`config.mk`:
```
export PLATFORM = sky130hd
export DESIGN_NAME = bcd_to_bin
export DESIGN_NICKNAME = d
export VERILOG_FILES = /design/src/rtl/bcd_pkg.sv /design/src/rtl/bcd_to_bin_mul10_add.sv /design/src/rtl/bcd_to_bin.sv
export SDC_FILE = /design/constraint.sdc
export NUM_CORES = 1
export LEC_CHECK = 0
export BUFFER_PORTS_ARGS = -buffer_cell sky130_fd_sc_hd__buf_2
export CORE_ASPECT_RATIO = 0.5
export CORE_MARGIN = 4
export CORE_UTILIZATION = 60
export CTS_CLUSTER_SIZE = 10
export DETAILED_ROUTE_END_ITERATION = 8
export PLACE_DENSITY = 0.94
export SYNTH_ARGS = -nofsm -noshare
export SYNTH_HDL_FRONTEND = slang
export SYNTH_SLANG_ARGS = --single-unit
```
`constraint.sdc`:
```
create_clock -name clk -period 5.1 [get_ports clk]
set_input_delay 0.51 -clock clk [delete_from_list [all_inputs] [get_ports clk]]
set_output_delay 0.51 -clock clk [all_outputs]
set_load 0.05 [all_outputs]
```
`src/rtl/bcd_pkg.sv`:
```
// Shared definitions for the BCD entry, conversion and display paths:
// converter FSM states, digit geometry and display character codes.
package bcd_pkg;

  typedef enum logic [1:0] {
    IDLE = 2'd0,
    CONV = 2'd1,
    DONE = 2'd2
  } state_e;

  localparam int          DIGIT_W   = 4;
  localparam logic [3:0]  MAX_DIGIT = 4'd9;

  // Non-numeric glyph codes, placed above the 0..9 digit range.
  localparam logic [4:0]  CHAR_BLANK = 5'h10;
  localparam logic [4:0]  CHAR_R     = 5'h11;
  localparam logic [4:0]  CHAR_O     = 5'h12;
  localparam logic [4:0]  CHAR_G     = 5'h13;

endpackage

```
`src/rtl/bcd_to_bin_mul10_add.sv`:
```
// Combinational acc*10 + digit with saturation to OUT_W bits and an
// overflow flag; shared with the binary score accumulator.
module mul10_add
  import bcd_pkg::*;
#(
  parameter int OUT_W = 16
) (
  input  logic [OUT_W-1:0]   acc_i,
  input  logic [DIGIT_W-1:0] digit_i,
  output logic [OUT_W-1:0]   sum_o,
  output logic               ovf_o
);

  localparam int WIDE_W = OUT_W + DIGIT_W;

  logic [WIDE_W-1:0] acc_wide;
  logic [WIDE_W-1:0] sum_wide;

  // Four spare bits hold acc*10 + 15 for any OUT_W-bit acc, so the
  // overflow test sees the full true result.
  assign acc_wide = {{DIGIT_W{1'b0}}, acc_i};
  assign sum_wide = (acc_wide << 3) + (acc_wide << 1)
                  + {{OUT_W{1'b0}}, digit_i};

  assign ovf_o = |sum_wide[WIDE_W-1:OUT_W];
  assign sum_o = ovf_o ? {OUT_W{1'b1}} : sum_wide[OUT_W-1:0];

endmodule

```
`src/rtl/bcd_to_bin.sv`:
```
// Sequential packed-BCD to binary converter: one digit per clock, MS first,
// with valid/ready handshakes on input and output.
module bcd_to_bin
  import bcd_pkg::*;
#(
  parameter int NUM_DIGITS = 5,
  parameter int OUT_W      = 16
) (
  input  logic                          clk,
  input  logic                          rst_n,
  input  logic                          in_valid,
  output logic                          in_ready,
  input  logic [DIGIT_W*NUM_DIGITS-1:0] bcd_in,
  output logic                          out_valid,
  input  logic                          out_ready,
  output logic [OUT_W-1:0]              bin_out,
  output logic                          ovf,
  output logic                          bad_digit
);

  localparam int BCD_W = DIGIT_W * NUM_DIGITS;
  localparam int IDX_W = (NUM_DIGITS > 1) ? $clog2(NUM_DIGITS) : 1;
  localparam logic [IDX_W-1:0] IDX_LAST = IDX_W'(NUM_DIGITS - 1);

  state_e             state_q, state_d;
  logic [BCD_W-1:0]   shreg_q, shreg_d;
  logic [OUT_W-1:0]   acc_q,   acc_d;
  logic [IDX_W-1:0]   idx_q,   idx_d;
  logic               ovf_q,   ovf_d;
  logic               bad_q,   bad_d;
  logic [OUT_W-1:0]   bin_q,   bin_d;
  logic               ovf_o_q, ovf_o_d;
  logic               bad_o_q, bad_o_d;

  logic [DIGIT_W-1:0] digit;
  logic [OUT_W-1:0]   step_sum;
  logic               step_ovf;

  assign digit = shreg_q[BCD_W-1 -: DIGIT_W];

  mul10_add #(.OUT_W(OUT_W)) u_mul10_add (
    .acc_i   (acc_q),
    .digit_i (digit),
    .sum_o   (step_sum),
    .ovf_o   (step_ovf)
  );

  always_comb begin
    // NOTE: every signal gets a default here so no path leaves it unassigned,
    // which would otherwise infer a latch.
    state_d = state_q;
    shreg_d = shreg_q;
    acc_d   = acc_q;
    idx_d   = idx_q;
    ovf_d   = ovf_q;
    bad_d   = bad_q;
    bin_d   = bin_q;
    ovf_o_d = ovf_o_q;
    bad_o_d = bad_o_q;

    unique case (state_q)
      IDLE: begin
        if (in_valid) begin
          shreg_d = bcd_in;
          acc_d   = '0;
          idx_d   = IDX_LAST;
          ovf_d   = 1'b0;
          bad_d   = 1'b0;
          state_d = CONV;
        end
      end

      CONV: begin
        // A saturated acc re-overflows on every later digit, so it stays clamped.
        acc_d   = step_sum;
        ovf_d   = ovf_q | step_ovf;
        bad_d   = bad_q | (digit > MAX_DIGIT);
        shreg_d = shreg_q << DIGIT_W;
        idx_d   = idx_q - 1'b1;
        if (idx_q == '0) begin
          bin_d   = bad_d ? '0 : step_sum;
          ovf_o_d = ovf_d & ~bad_d;
          bad_o_d = bad_d;
          state_d = DONE;
        end
      end

      DONE: begin
        if (out_ready) state_d = IDLE;
      end

      default: state_d = IDLE;
    endcase
  end

  // NOTE: sequential state uses non-blocking assignments so every register
  // samples its pre-edge inputs, independent of statement order.
  always_ff @(posedge clk or negedge rst_n) begin
    if (!rst_n) begin
      state_q <= IDLE;
      shreg_q <= '0;
      acc_q   <= '0;
      idx_q   <= '0;
      ovf_q   <= 1'b0;
      bad_q   <= 1'b0;
      bin_q   <= '0;
      ovf_o_q <= 1'b0;
      bad_o_q <= 1'b0;
    end else begin
      state_q <= state_d;
      shreg_q <= shreg_d;
      acc_q   <= acc_d;
      idx_q   <= idx_d;
      ovf_q   <= ovf_d;
      bad_q   <= bad_d;
      bin_q   <= bin_d;
      ovf_o_q <= ovf_o_d;
      bad_o_q <= bad_o_d;
    end
  end

  assign in_ready  = (state_q == IDLE);
  assign out_valid = (state_q == DONE);
  assign bin_out   = bin_q;
  assign ovf       = ovf_o_q;
  assign bad_digit = bad_o_q;

endmodule
```
==> impl_metrics.csv <==
group,metric,value,unit
sta,fin_crit_sh,75.53,%
cells_and_area,drive_gt1_share,17.58,%
global_route,grt_pass1_wl,16.28,mm
synthesis,synth_top_family_by_area,"compound AO/OA/AOI/OAI gates",
critical_path,critPathCaptureType,"flop",
sta,fmax,259.6,MHz
detailed_routing,detail_route.wl_per_cell,17.32,microns
sta,slew-limit-headroom,26.81,%
synthesis,synth_top_cell_area_share,39.91,%
place,dp_hpwl,6.418,mm
outcome,outcome,"complete, no violations",
floorplan,pin_count,44,
detailed_routing,firstDrtPassIters,5,
synthesis,synthXorXnorAreaFrac,2.715,%
clocking,hold_buffers,0,
synthesis,synth-async-reset-ratio,100.0,%
critical_path,path_max_fanout,14,
detailed_routing,first_iter_violations,222,
critical_path,crit_path_frequent_cell,"fa_1",
sta,finalSetupViolCount,0,
clocking,cts-resized-gates,0,
critical_path,r2r-start,"shreg_q[19]",
clocking,cts.htree.levels,3,
sta,finalClockSkew,0.004647,ns
global_route,grt_pass1_vias,3416,
synthesis,yosys_warnings,0,
synthesis,synth-edff-count,0,
synthesis,synth_common_cells,"61 x dfrtp_1, 51 x nand2_1, 42 x o21ai_0, 41 x a21oi_1, 33 x ha_1",
critical_path,critical_path_required,5.35,ns
clocking,cts_tree,"built",
synthesis,synth_fa_ha_area_share,11.84,%
synthesis,synthMuxAreaShare,0,%
floorplan,start_util,62.39,%
hold_path,worstHoldPathType,"in -> async",
synthesis,syn-cell-area,0.003825,sq mm
sta,fin_tns_setup,0,ns
critical_path,worstSetupStartpoint,"shreg_q[19]",
job,drv_cap,0,
critical_path,cp-start-kind,"flop",
floorplan,die_w,120.9,microns
clocking,root_buffer,"clkbuf_16",
detailed_routing,via_per_inst,6.048,
floorplan,dieArea,0.007794,sq mm
clocking,path_clk_slew,0.06,ns
global_route,grt_max_degree,62,
synthesis,synth-compound-area-share,22.08,%
synthesis,syn_avg_cell_area,9.239,sq um
floorplan,core,0.006131,sq mm
critical_path,path_class,"reg -> reg",
synthesis,synthFlopType,"dfrtp_1",
global_route,track_usage,26.34,%
cells_and_area,stdcell_count,543,
clocking,clock_latency,0.34,ns
clocking,numCtsBuffers,9,
synthesis,yosys-top-cells-area,"dfrtp_1 40%, ha_1 11%, o21ai_0 5.5%",
place,portBuffers,43,
synthesis,synthCells,414,
sta,hold_viol,0,
cells_and_area,n_antenna_cell,0,
critical_path,worst_path_largest_cell_delay,0.78,ns
synthesis,yosysTopAreaCell,"dfrtp_1",
sta,slew_viol_final,0,
sta,fin_crit,3.852,ns
floorplan,die_h,64.46,microns
floorplan,num_rows,20,
cells_and_area,area_delta_synth_final,14.39,%
synthesis,ys_seq_elements,61,
global_route,overflow,0,
place,dp.cells,527,
critical_path,cp.arrival,4.10,ns
sta,rsz0062_at_grt,"false",
synthesis,yosys.area_share.simple,20.31,%
detailed_routing,drc,0,
clocking,post_cts_buffers,0,
global_route,antenna_found_initial,0,
detailed_routing,wirelength,9.407,mm
critical_path,worstPathCellList,"fa_1 -> inv_1 -> fa_1 -> nand2b_1 -> a21oi_1 -> o41a_1 -> a31oi_2 -> xnor2_2 -> nor2_2 -> a41oi_1",
synthesis,synth_most_common_cell,"dfrtp_1",
clocking,cts.sinks,61,
sta,tightest_slew,1.096,ns
synthesis,yosysSeqAreaShare,39.91,%
synthesis,ys_types,51,
clocking,clock_path_buffers,2,
place,gp_congestion,0.9150,
cells_and_area,fin_nets,509,
detailed_routing,postRouteAntennaNets,0,
synthesis,synth_nets,473,
detailed_routing,vias,3284,
critical_path,cp_slowest_cell,"xnor2_2",
-- cells in the final DEF, fill, tap and decap left out, types with 5 or more instances in the layout --
| cell | synthesis | routed |
|---|---|---|
| nor3_1 | 9 | 9 |
| and3b_1 | 17 | 17 |
| a21o_1 | 5 | 5 |
| a41oi_1 | 5 | 5 |
| nor3_2 | 9 | 9 |
| nand2b_1 | 7 | 7 |
| dfrtp_1 | 61 | 61 |
| nand2_1 | 51 | 51 |
| xnor2_1 | 7 | 7 |
| o21ai_1 | 16 | 16 |
| o21ai_0 | 42 | 42 |
| o21a_1 | 7 | 7 |
| inv_1 | 6 | 6 |
| buf_2 | 0 | 43 |
| a21oi_1 | 41 | 41 |
| nor2_1 | 17 | 17 |
| ha_1 | 33 | 33 |
| nor2b_1 | 7 | 7 |
| clkbuf_16 | 0 | 9 |
| nand3_1 | 11 | 11 |
-- sequential cells by signal, summed over array words and instances (netlist names) --
signal     flops
bad_digit      1
bad_q          1
ovf_q          1
shreg_q       20
acc_q         16
state_q        2
idx_q          3
ovf            1
bin_out       16
-- worst paths after layout --
kind | depth (start not counted) | to | slack [ns]
min in group clk | 2 | state_q[1] | 0.38
max reg2reg | 10 | acc_q[6] | 1.25
min reg2reg | 2 | bin_out[3] | 0.47
min | 2 | bin_out[12] | 0.33
max in group asynchronous | 2 | bin_out[1] | 4.26
max | 10 | acc_q[6] | 1.25
-- cells by family (layout without fill, tap and decap cells) --
| logic type | after synthesis | after routing |
|---|---|---|
| adder cells (fa/ha/maj) | 35 | 35 |
| flip-flops | 61 | 61 |
| AND/OR/NAND/NOR | 141 | 141 |
| XOR/XNOR | 11 | 11 |
| AO/OA/AOI/OAI | 139 | 139 |
| buffers and inverters | 27 | 68 |
-- critical path, delay by kind of cell, from the launching register on --
kind | cells | cell delay, ns
xor+xnor | 1 | 0.78
simple gates | 2 | 0.40
flops | 1 | 0.42
compound gates | 4 | 1.04
buf+inv | 1 | 0.08
fa+ha+maj | 2 | 1.05
-- per-stage QoR --
stage | instance area (sq um) | hold WS (ns) | worst slack (ns) | utilization [%]
finish | 4375 | 0.3276 | 1.248 | 71.37
floorplan | 3825 | 0.2144 | 2.086 | -
global placement | 4075 | 0.4605 | 1.586 | 66.47
global route | 4375 | 0.3856 | 1.079 | 71.37
detailed placement | 4075 | 0.4696 | 1.363 | 66.47
CTS | 4375 | 0.3631 | 1.320 | 71.37
-- layout make-up --
cell class                      count  area (sq um)
Inverter                            6         22.52
Clock buffer                        9         225.2
Fill cell                         430          1755
Tap cell                           88         110.1
Sequential cell                    61          1526
Multi-Input combinational cell    326          2178
Timing Repair Buffer               46         237.7
Clock inverter                      7         75.07
-- layer usage --
layer | vias to the layer above | track usage (%) | part of all wire (%)
met5 | - | 0 | 0
met4 | 0 | 9.463 | 2.2
met3 | 24 | 5.841 | 6.3
met2 | 114 | 45.68 | 49
met1 | 1566 | 32.73 | 42
li1 | 1580 | - | -
Power is left out: the tool's default activity adds up to more than one toggle a clock period on the data nets, which glitch-free logic cannot reach.
